### src/rtl/piano_pkg.sv
// ---------------------------------------------------------------------------
// piano_pkg
//   Types and constants shared by the piano recorder/playback blocks.
//     note_code_t        : packed {octave[2:0], note[2:0]} note code
//     REST, NOTE_C..B    : note field values (0 = rest)
//     OCT_MIN/MAX/DEF    : legal octave range and the reference octave
//     base_half_period() : reference-octave (octave 4) half periods in clk
//                          cycles at 100 MHz
//     is_rest()          : true for codes that must stay silent
//     tone_state_t       : tone_gen IDLE/PLAY state encoding
// ---------------------------------------------------------------------------
package piano_pkg;

    typedef struct packed {
        logic [2:0] octave;
        logic [2:0] note;
    } note_code_t;

    localparam logic [2:0] REST   = 3'd0;
    localparam logic [2:0] NOTE_C = 3'd1;
    localparam logic [2:0] NOTE_D = 3'd2;
    localparam logic [2:0] NOTE_E = 3'd3;
    localparam logic [2:0] NOTE_F = 3'd4;
    localparam logic [2:0] NOTE_G = 3'd5;
    localparam logic [2:0] NOTE_A = 3'd6;
    localparam logic [2:0] NOTE_B = 3'd7;

    localparam logic [2:0] OCT_MIN = 3'd1;
    localparam logic [2:0] OCT_MAX = 3'd7;
    localparam logic [2:0] OCT_DEF = 3'd4;

    // Largest octave-4 half period (C4 = 191113) fits in 18 bits.
    localparam int unsigned BASE_HP_W = 18;
    typedef logic [BASE_HP_W-1:0] base_hp_t;

    typedef enum logic {
        IDLE = 1'b0,
        PLAY = 1'b1
    } tone_state_t;

    function automatic base_hp_t base_half_period(input logic [2:0] note);
        case (note)
            NOTE_C:  return base_hp_t'(191113);
            NOTE_D:  return base_hp_t'(170262);
            NOTE_E:  return base_hp_t'(151686);
            NOTE_F:  return base_hp_t'(143173);
            NOTE_G:  return base_hp_t'(127551);
            NOTE_A:  return base_hp_t'(113636);
            NOTE_B:  return base_hp_t'(101239);
            default: return '0;
        endcase
    endfunction

    // Octave 0 is below OCT_MIN and is treated as silence, same as note 0.
    function automatic logic is_rest(input note_code_t code);
        return (code.note == REST) || (code.octave < OCT_MIN) || (code.octave > OCT_MAX);
    endfunction

endpackage

### src/rtl/note_period_lut.sv
// ---------------------------------------------------------------------------
// note_period_lut
//   Combinational map from a note code to its square-wave half period in
//   clk cycles. Octaves above 4 halve the period per step, octaves below 4
//   double it. Rests (note 0 or octave 0) map to 0.
// Ports
//   note_code : in  [5:0]      {octave[2:0], note[2:0]}
//   hp        : out [HP_W-1:0] half period in clk cycles, 0 for a rest
// ---------------------------------------------------------------------------
module note_period_lut
    import piano_pkg::*;
#(
    parameter int unsigned HP_W = 21
) (
    input  logic [5:0]      note_code,
    output logic [HP_W-1:0] hp
);

    note_code_t      code;
    logic [HP_W-1:0] base;

    assign code = note_code;
    assign base = HP_W'(base_half_period(code.note));

    // NOTE: every signal written in always_comb gets a default first so no
    // path through the block leaves it unassigned, which would infer a latch.
    always_comb begin
        hp = '0;
        if (!is_rest(code)) begin
            if (code.octave >= OCT_DEF) begin
                hp = base >> (code.octave - OCT_DEF);
            end else begin
                hp = base << (OCT_DEF - code.octave);
            end
        end
    end

endmodule

### src/rtl/tone_gen.sv
// ---------------------------------------------------------------------------
// tone_gen
//   Square-wave note synthesiser. Accepts one note code per valid/ready
//   handshake and drives a 1-bit square wave for NOTE_TICKS cycles. Rests
//   keep the block busy for the full duration with the output held low.
//   The wave starts low; the first rising edge comes one half period after
//   the accept edge.
// Parameters
//   NOTE_TICKS : note duration in clk cycles
//   HP_W       : half-period counter width (must hold C1 = 1_528_904)
// Ports
//   clk        : in  system clock
//   rst        : in  synchronous, active-high reset
//   note_valid : in  note_code is valid this cycle
//   note_code  : in  [5:0] {octave, note}
//   note_ready : out block accepts a note this cycle
//   stop       : in  abort current note and go silent
//   audio_out  : out square-wave output
//   busy       : out note or rest in progress
//   play_code  : out [5:0] code currently sounding, 0 when idle
// Configuration
//   TONE_GEN_RETRIGGER_EN : when defined, a new note is accepted while
//   playing and restarts the wave and duration immediately. When undefined,
//   notes are only accepted in IDLE and a note always runs to completion
//   unless stop or rst is asserted.
// ---------------------------------------------------------------------------
module tone_gen
    import piano_pkg::*;
#(
    parameter int unsigned NOTE_TICKS = 25_000_000,
    parameter int unsigned HP_W       = 21
) (
    input  logic       clk,
    input  logic       rst,
    input  logic       note_valid,
    input  logic [5:0] note_code,
    output logic       note_ready,
    input  logic       stop,
    output logic       audio_out,
    output logic       busy,
    output logic [5:0] play_code
);

    localparam int unsigned DUR_W = (NOTE_TICKS > 1) ? $clog2(NOTE_TICKS) : 1;
    localparam logic [DUR_W-1:0] LAST_TICK = DUR_W'(NOTE_TICKS - 1);
    localparam logic [HP_W-1:0]  HP_ONE    = HP_W'(1);
    localparam logic [DUR_W-1:0] DUR_ONE   = DUR_W'(1);

    tone_state_t      state_q, state_d;
    logic [HP_W-1:0]  hp_q, hp_d;
    logic [HP_W-1:0]  phase_q, phase_d;
    logic [DUR_W-1:0] dur_q, dur_d;
    logic             audio_q, audio_d;
    logic [5:0]       play_code_q, play_code_d;

    logic [HP_W-1:0]  lut_hp;
    logic             accept;

    note_period_lut #(
        .HP_W (HP_W)
    ) u_period_lut (
        .note_code (note_code),
        .hp        (lut_hp)
    );

`ifdef TONE_GEN_RETRIGGER_EN
    assign note_ready = !stop && !rst;
`else
    assign note_ready = (state_q == IDLE) && !stop && !rst;
`endif

    assign accept = note_valid && note_ready;

    always_comb begin
        state_d     = state_q;
        hp_d        = hp_q;
        phase_d     = phase_q;
        dur_d       = dur_q;
        audio_d     = audio_q;
        play_code_d = play_code_q;

        // note_ready is low while stop is high, so stop and accept never
        // coincide; stop is still checked first to make the priority explicit.
        if (stop) begin
            state_d     = IDLE;
            phase_d     = '0;
            dur_d       = '0;
            audio_d     = 1'b0;
            play_code_d = '0;
        end else if (accept) begin
            state_d     = PLAY;
            hp_d        = lut_hp;
            phase_d     = '0;
            dur_d       = '0;
            audio_d     = 1'b0;
            play_code_d = note_code;
        end else if (state_q == PLAY) begin
            // A zero half period marks a rest: the phase counter keeps
            // running but never toggles the output.
            if ((hp_q != '0) && (phase_q == hp_q - HP_ONE)) begin
                phase_d = '0;
                audio_d = !audio_q;
            end else begin
                phase_d = phase_q + HP_ONE;
            end

            // End of note overrides a toggle landing on the same edge.
            if (dur_q == LAST_TICK) begin
                state_d     = IDLE;
                audio_d     = 1'b0;
                play_code_d = '0;
            end else begin
                dur_d = dur_q + DUR_ONE;
            end
        end
    end

    // NOTE: sequential state is updated with non-blocking assignments so every
    // flop samples the pre-edge values of the others, independent of ordering.
    always_ff @(posedge clk) begin
        if (rst) begin
            state_q     <= IDLE;
            hp_q        <= '0;
            phase_q     <= '0;
            dur_q       <= '0;
            audio_q     <= 1'b0;
            play_code_q <= '0;
        end else begin
            state_q     <= state_d;
            hp_q        <= hp_d;
            phase_q     <= phase_d;
            dur_q       <= dur_d;
            audio_q     <= audio_d;
            play_code_q <= play_code_d;
        end
    end

    assign audio_out = audio_q;
    assign busy      = (state_q == PLAY);
    assign play_code = play_code_q;

endmodule
### config.mk
export PLATFORM = sky130hd
export DESIGN_NAME = tone_gen
export DESIGN_NICKNAME = d
export VERILOG_FILES = /design/src/rtl/piano_pkg.sv /design/src/rtl/note_period_lut.sv /design/src/rtl/tone_gen.sv
export SDC_FILE = /design/constraint.sdc
export NUM_CORES = 1
export LEC_CHECK = 0
export ABC_AREA = 1
export CAP_MARGIN = 20
export CORE_ASPECT_RATIO = 0.8
export CORE_MARGIN = 4
export CORE_UTILIZATION = 68
export CTS_BUF_LIST = sky130_fd_sc_hd__clkbuf_16
export DETAILED_ROUTE_END_ITERATION = 6
export GPL_TIMING_DRIVEN = 0
export PLACE_DENSITY_LB_ADDON = 0.3
export SLEW_MARGIN = 10
export SYNTH_ARGS = -nofsm -noshare
export SYNTH_HDL_FRONTEND = slang
export SYNTH_SLANG_ARGS = --single-unit
### constraint.sdc
create_clock -name clk -period 3.9 [get_ports clk]
set_input_delay 0.78 -clock clk [delete_from_list [all_inputs] [get_ports clk]]
set_output_delay 0.78 -clock clk [all_outputs]
set_load 0.01 [all_outputs]
* After elaboration in Yosys (flattened, before gate mapping)
Index checks and enable logic that the tools add are counted.
Cells by class: magnitude comparators 3, mux-type cells 12, equal/unequal tests 9, shift-type cells 2, $add $sub $neg 5, reductions and logical operators 20, bitwise operators 3
Operator list (number):
- $pmux 18 s7 | 1
- $mux 21 | 3
- $add 25x1->25 const B | 1
- $eq 25x25->1 const B | 1
- $add 21x1->21 const B | 1
- $eq 21x21->1 | 1
- $reduce_bool 21->1 | 1
- $shl 18x3->21 | 1
- $shr 18x3->21 | 1
- $sub 21x1->21 const B | 1
- $mux 6 | 3
- $eq 3x3->1 const B | 4
- $reduce_and 2->1 | 4
- $eq 3x2->1 const B | 2
- $reduce_bool 2->1 | 3
- $mux 1 | 5
- $logic_and 1x1->1 | 4
- $eq 3x1->1 const B | 1
- $ge 3x3->1 const B | 1
- $gt 3x3->1 const B | 1
- $logic_not 1->1 | 3
- $logic_not 3->1 | 1
- $lt 3x1->1 const B | 1
- $not 1->1 | 3
- other kinds (5) | 6
Word-level totals: bits in registers 75, input bits 10, logic and storage cells 60, output and inout port bits 9

* Depth between registers and ports, before layout
depth in word-level cells 6, gate-level depth with buffers 18, gate-level depth less buffers 18

* Hierarchy
Synthesis repeated with hierarchy kept, for this count alone.
Second synthesis, totals: cell total of the unflattened synthesis 1063, area total of the unflattened synthesis 6264.8 um^2
Modules (own cells, without submodules):
- tone_gen | times used 1, sequential area each 1501.4 um^2, cells an instance 746, area each 4673.2 um^2
- note_period_lut | times used 1, sequential area each 0.0 um^2, cells an instance 317, area each 1591.5 um^2

* Worst setup path before layout
No wires, ideal clock.
path kind input -> register, start point input port note_code[4], end point register hp_q[12], required time 3768 ps, stages on the path 12, library setup time 132 ps, arrival 2624 ps, path slack 1144 ps, buffers on the path 3, path through buf_2 clkinv_1 clkbuf_1 ha_1 ha_1 nor2_1 clkbuf_1 inv_1 a21oi_1 o21ai_0 nand3_1 a21oi_1
Between the ends: cells in the longest elaborated chain, start to end 4, elaborated cells on any way between the ends 11, classes of those cells 2 x add/sub; 3 x order compare; 2 x shift; 2 x mux; 2 x reduce/logical
Ends and longest elaborated chain:
- start: declaration | RTL line tone_gen.sv:36 | input logic [5:0] note_code,
- $sub 3x3->3, or another cell as far along | RTL line note_period_lut.sv:33 | hp = base << (OCT_DEF - code.octave);
- $shl 18x3->21, or another cell as far along | RTL line note_period_lut.sv:33
- $mux 21 / $logic_or 1x1->1 (equally long branches) | RTL line note_period_lut.sv:30, piano_pkg.sv:56
- $mux 21 * | RTL line note_period_lut.sv:29 | if (!is_rest(code)) begin
- end signal: assignment | RTL line tone_gen.sv:130 | hp_q <= hp_d;
- end: declaration | RTL line tone_gen.sv:50 | logic [HP_W-1:0] hp_q, hp_d;
Every way passes the cells marked *; elsewhere a longest branch is shown, timed or not. A chain may end at the register's enable or synchronous reset.

* Worst setup path in the final report
start point input port note_code[4], end point register hp_q[10]
The elaborated chain is that of the path after synthesis.

==> impl_summary.md <==
Clock network
CTS saw between 70 and 80 sinks. The tree is rooted in a sky130_fd_sc_hd__clkbuf_16. The post-CTS repair timing setup buffer count is 0. Clock-pin slew was measured on the worst setup and hold paths at 60 ps. TritonCTS built the clock tree. TritonCTS created 9 clock buffers. The number of H-tree branching levels is 3.

The clock passes through at most 2 buffers. The insertion delay of the later-clocked pin in the worst-skew pair is between 300 and 400 ps.

Yosys
The post-synth design cell area is ~5800 um^2. The sequential element share of the synthesized area is approximately 26%. Synthesis produced a netlist whose cell count is around 970.

Counting every net in the synthesized netlist gives roughly 990. Each instance of the synthesized netlist takes up on average ~6.0 um^2. Synthesis instantiated 40 different standard cells from the library. The number of warnings reported in the yosys synthesis log is 0.

The total of flip-flops plus latches after synthesis is 75.

Cells and area
Compared with the post-synthesis result, the final layout area differs by 10.4%. The share of final-layout standard cells stronger than drive strength 1 is between 8 and 9%. Counting the fill cells in the layout gives between 600 and 700.

The net total in the final layout is just over 1000. The utilization after layout is approximately 80%. Across the whole layout, storage elements account for around 1500 um^2. Summing all multi-input logic gate instances after layout gives about 3800 um^2.

0 antenna diodes ended up in the layout.

Worst hold path
The worst hold path begins at play_code[2]$_SDFFE_PP0P_. The worst min-delay path category is reg -> reg.

Floorplan
The floorplan die area is between 10000 and 15000 um^2. The vertical die dimension is 90.9 um. The starting density of the core is a little under three quarters. 19 I/O pins were placed. The region available for standard cell placement spans 8160 um^2. The floorplan step set the die width to approximately 110 um. The count of standard-cell rows is 29.

GRT
Global routing used about a third of the available tracks. The total overflow left after global routing is 0. The maximum number of pins on one net before global-route repair is 12. The number of antenna violations at the first check in global routing is 0.

The wire length of the first global-routing pass is 29500 um. The number of global-route vias before repair is around 6000.

Critical path
The most critical setup path has its startpoint at note_code[4]. Of all nets on the critical path, the largest fanout is 10. The worst endpoint data arrival time is ~4000 ps. The worst setup path is captured at a register. Walking the worst path, the cells encountered are clkdlybuf4s50_1 > buf_2 > clkinv_1 > clkbuf_1 > ha_1 > clkbuf_1 > clkbuf_2 > nand2_1 > o21ai_0 > nand2_1 > nand3_1 > nand4_1 > a21oi_1.

STA puts the critical path data required time at between 4000 and 5000 ps. The kind of cell with the highest combined delay along the critical path is buffers and inverters. The standard cell with the maximum stage delay on the critical path is sky130_fd_sc_hd__clkdlybuf4s50_1. The category of the critical setup timing path is in -> reg.

The worst register-to-register path has a setup slack of between 1500 and 2000 ps. Together, buffers and inverters on the worst path number 6. The startpoint type of the worst setup path is an input pin. The startpoint of the worst-slack reg-to-reg timing path is hp_q[0]$_SDFFE_PP0P_.

The maximum cell stage delay along the critical path is about 500 ps.

Power and ir drop
The internal portion of the total power is between 1 and 1.5 mW. Net switching is roughly 31% of the power. The power share of the combinational group is between 20 and 25%. In this run the power density over the cells is 329 nW/um^2.

In this run the power spent charging and discharging nets is between 600 and 700 uW. IR analysis of the VDD net gives a maximum drop of roughly 0.35 mV. The sequential power share is 37.0%. The share of total power in the clock network is about 40%. The leakage power of the design is roughly 2.7 nW.

Timing
The total of endpoints with negative setup slack in the final report is 0. The final hold slack is slightly below 500 ps. Of the available clock period, the critical path in the final layout requires between 90% and 100%. Setup repair after global routing left no endpoint under its margin. The count of final hold-check violations is 0. The maximum clock frequency is between 0.2 and 0.3 GHz. The max-slew violation total from the final report was 0. The setup TNS after final layout is 0 ps. Headroom to the max-slew limit came out at a little under half. The worst clock skew on the final layout is between 5 and 6 ps. The final critical path time including I/O delays and setup is ~3700 ps. The transition time at the pin with the least slew margin is between 800 and 900 ps.

The slack of the critical path is 220 ps.

Drt
The number of routed nets with antenna violations is 0. The sum of routed wire length over all layers is around 18000 um. For this run, design rule violations remaining after detail routing come to 0. The number of DRC markers in iteration 0 is 807. Dividing the detail-routed via count by the number of cells gives ~6.0. The final routed wire length divided by cell count is 16.0 um. The detailed router placed 6692 vias in this run. The length of the first detailed-routing pass in iterations is 6.

Placed design
At the end of routability-driven placement, the weighted congestion stood at around 1.1. Input and output buffers added on the ports amount to 17. The half-perimeter wire length after detailed placement is ~13000 um. The worst setup timing slack at the placement stage is -144 ps.

Outcome
The run finished with clean final reports.

Run
The tool flagged a number of max-cap violations equal to 0.
==> final timing paths <==
path                                                  end  cells after the start
worst max-delay path                hp_q[10]$_SDFFE_PP0P_                     13
worst min-delay path            play_code[2]$_SDFFE_PP0P_                      2
worst max register to register   phase_q[11]$_SDFFE_PP0P_                     15
worst min register to register  play_code[2]$_SDFFE_PP0P_                      2
==> area by class of cell <==
class                      count  area share, %
multi-input combinational    771           59.5
inverter                      98           5.70
clock inverter                 6           1.16
tap                          108           2.09
buffer                        30           2.19
timing repair buffer          17           2.64
sequential                    75           23.3
clock buffer                   9           3.49
==> timing repair <==
action | 4_1_cts | 5_1_grt
hold buffers | 0 | 0
setup endpoints to repair | 0 | 10
gates resized for setup | 0 | 4
==> sequential cells by signal, indices dropped and copies added (netlist names) <==
name       cells
dur_q         25
hp_q          21
phase_q       21
play_code      6
audio_out      1
busy           1
==> cell usage after synthesis, drive strengths merged <==
cell type / instances / area, um^2
a21oi: 64 / 332
a31oi: 7 / 43.8
and2: 1 / 6.26
buf: 9 / 58.8
clkbuf: 21 / 80.1
clkinv: 4 / 15.0
dfxtp: 75 / 1500
ha: 7 / 87.6
inv: 94 / 353
nand2: 336 / 1310
nand3: 71 / 360
nand3b: 5 / 37.5
nand4: 22 / 138
nor2: 107 / 518
nor3: 22 / 120
nor4: 6 / 37.5
o2111ai: 3 / 26.3
o211ai: 6 / 45.0
o21ai: 57 / 289
o21bai: 3 / 26.3
o22ai: 1 / 6.26
or2: 4 / 25.0
xnor2: 19 / 166
xor2: 30 / 263
==> metal layers <==
metal	GRT usage [%]	vias to the layer above	share of wire, %
met5	0	-	0
met4	9.93	0	2.3
met3	11.5	58	13
met2	51.4	432	42
met1	49.7	2991	43
li1	-	3211	-
==> cell usage in the layout (no fill, tap or decap), drive strengths merged, types with 3 or more instances in the layout <==
master / Yosys / final
o2111ai: 3 / 3
or2: 4 / 4
o211ai: 6 / 6
nand3b: 5 / 5
xnor2: 19 / 19
o21bai: 3 / 3
buf: 9 / 9
clkdlybuf4s50: 0 / 17
nor3: 22 / 22
o21ai: 57 / 57
clkbuf: 21 / 30
nand4: 22 / 22
ha: 7 / 7
nand3: 71 / 71
a31oi: 7 / 7
nor2: 107 / 107
nand2: 336 / 336
inv: 94 / 97
a21oi: 64 / 64
dfxtp: 75 / 75
clkinv: 4 / 5
nor4: 6 / 6
xor2: 30 / 30
==> power groups by stage <==
stage	sequential, mW	clock [mW]	combinational [mW]
6_report	0.788	0.856	0.483
5_1_grt	0.788	0.885	0.532
4_1_cts	0.787	0.858	0.462
3_5_place_dp	0.804	0	0.454
3_3_place_gp	0.803	0	0.448
2_1_floorplan	0.801	0	0.341
==> logic make-up (layout without fill, tap and decap cells) <==
family | after synthesis | count (layout) | synth area share [%]
XOR/XNOR | 49 | 49 | 7.34
buffers and inverters | 128 | 160 | 8.67
AND/OR/NAND/NOR | 574 | 574 | 43.7
adder cells (fa/ha/maj) | 7 | 7 | 1.50
AO/OA/AOI/OAI | 141 | 141 | 13.1
flip-flops | 75 | 75 | 25.7
==> metrics by stage <==
stage               cell area, um^2  power [mW]  std cells
floorplan                      5850        1.14        974
global placement               6150        1.25       1099
detailed placement             6150        1.26       1099
CTS                            6450        2.11       1114
global route                   6450        2.21       1114
finish                         6450        2.13       1114
==> worst reg2reg max path: stages (launching register included) <==
cell and delay (ps):
sky130_fd_sc_hd__dfxtp_1 400, sky130_fd_sc_hd__inv_1 130, sky130_fd_sc_hd__ha_1 310, sky130_fd_sc_hd__xor2_1 160, sky130_fd_sc_hd__nand2_1 70, sky130_fd_sc_hd__nor2_1 130
sky130_fd_sc_hd__nand2_1 70, sky130_fd_sc_hd__inv_1 60, sky130_fd_sc_hd__nand2_1 60, sky130_fd_sc_hd__nor2_1 90, sky130_fd_sc_hd__nand2_1 70, sky130_fd_sc_hd__nor2_2 160
sky130_fd_sc_hd__nand3_2 130, sky130_fd_sc_hd__nand2_2 120, sky130_fd_sc_hd__buf_6 170, sky130_fd_sc_hd__nor2_2 60
No activity file was read; power rests on OpenSTA's default activity.
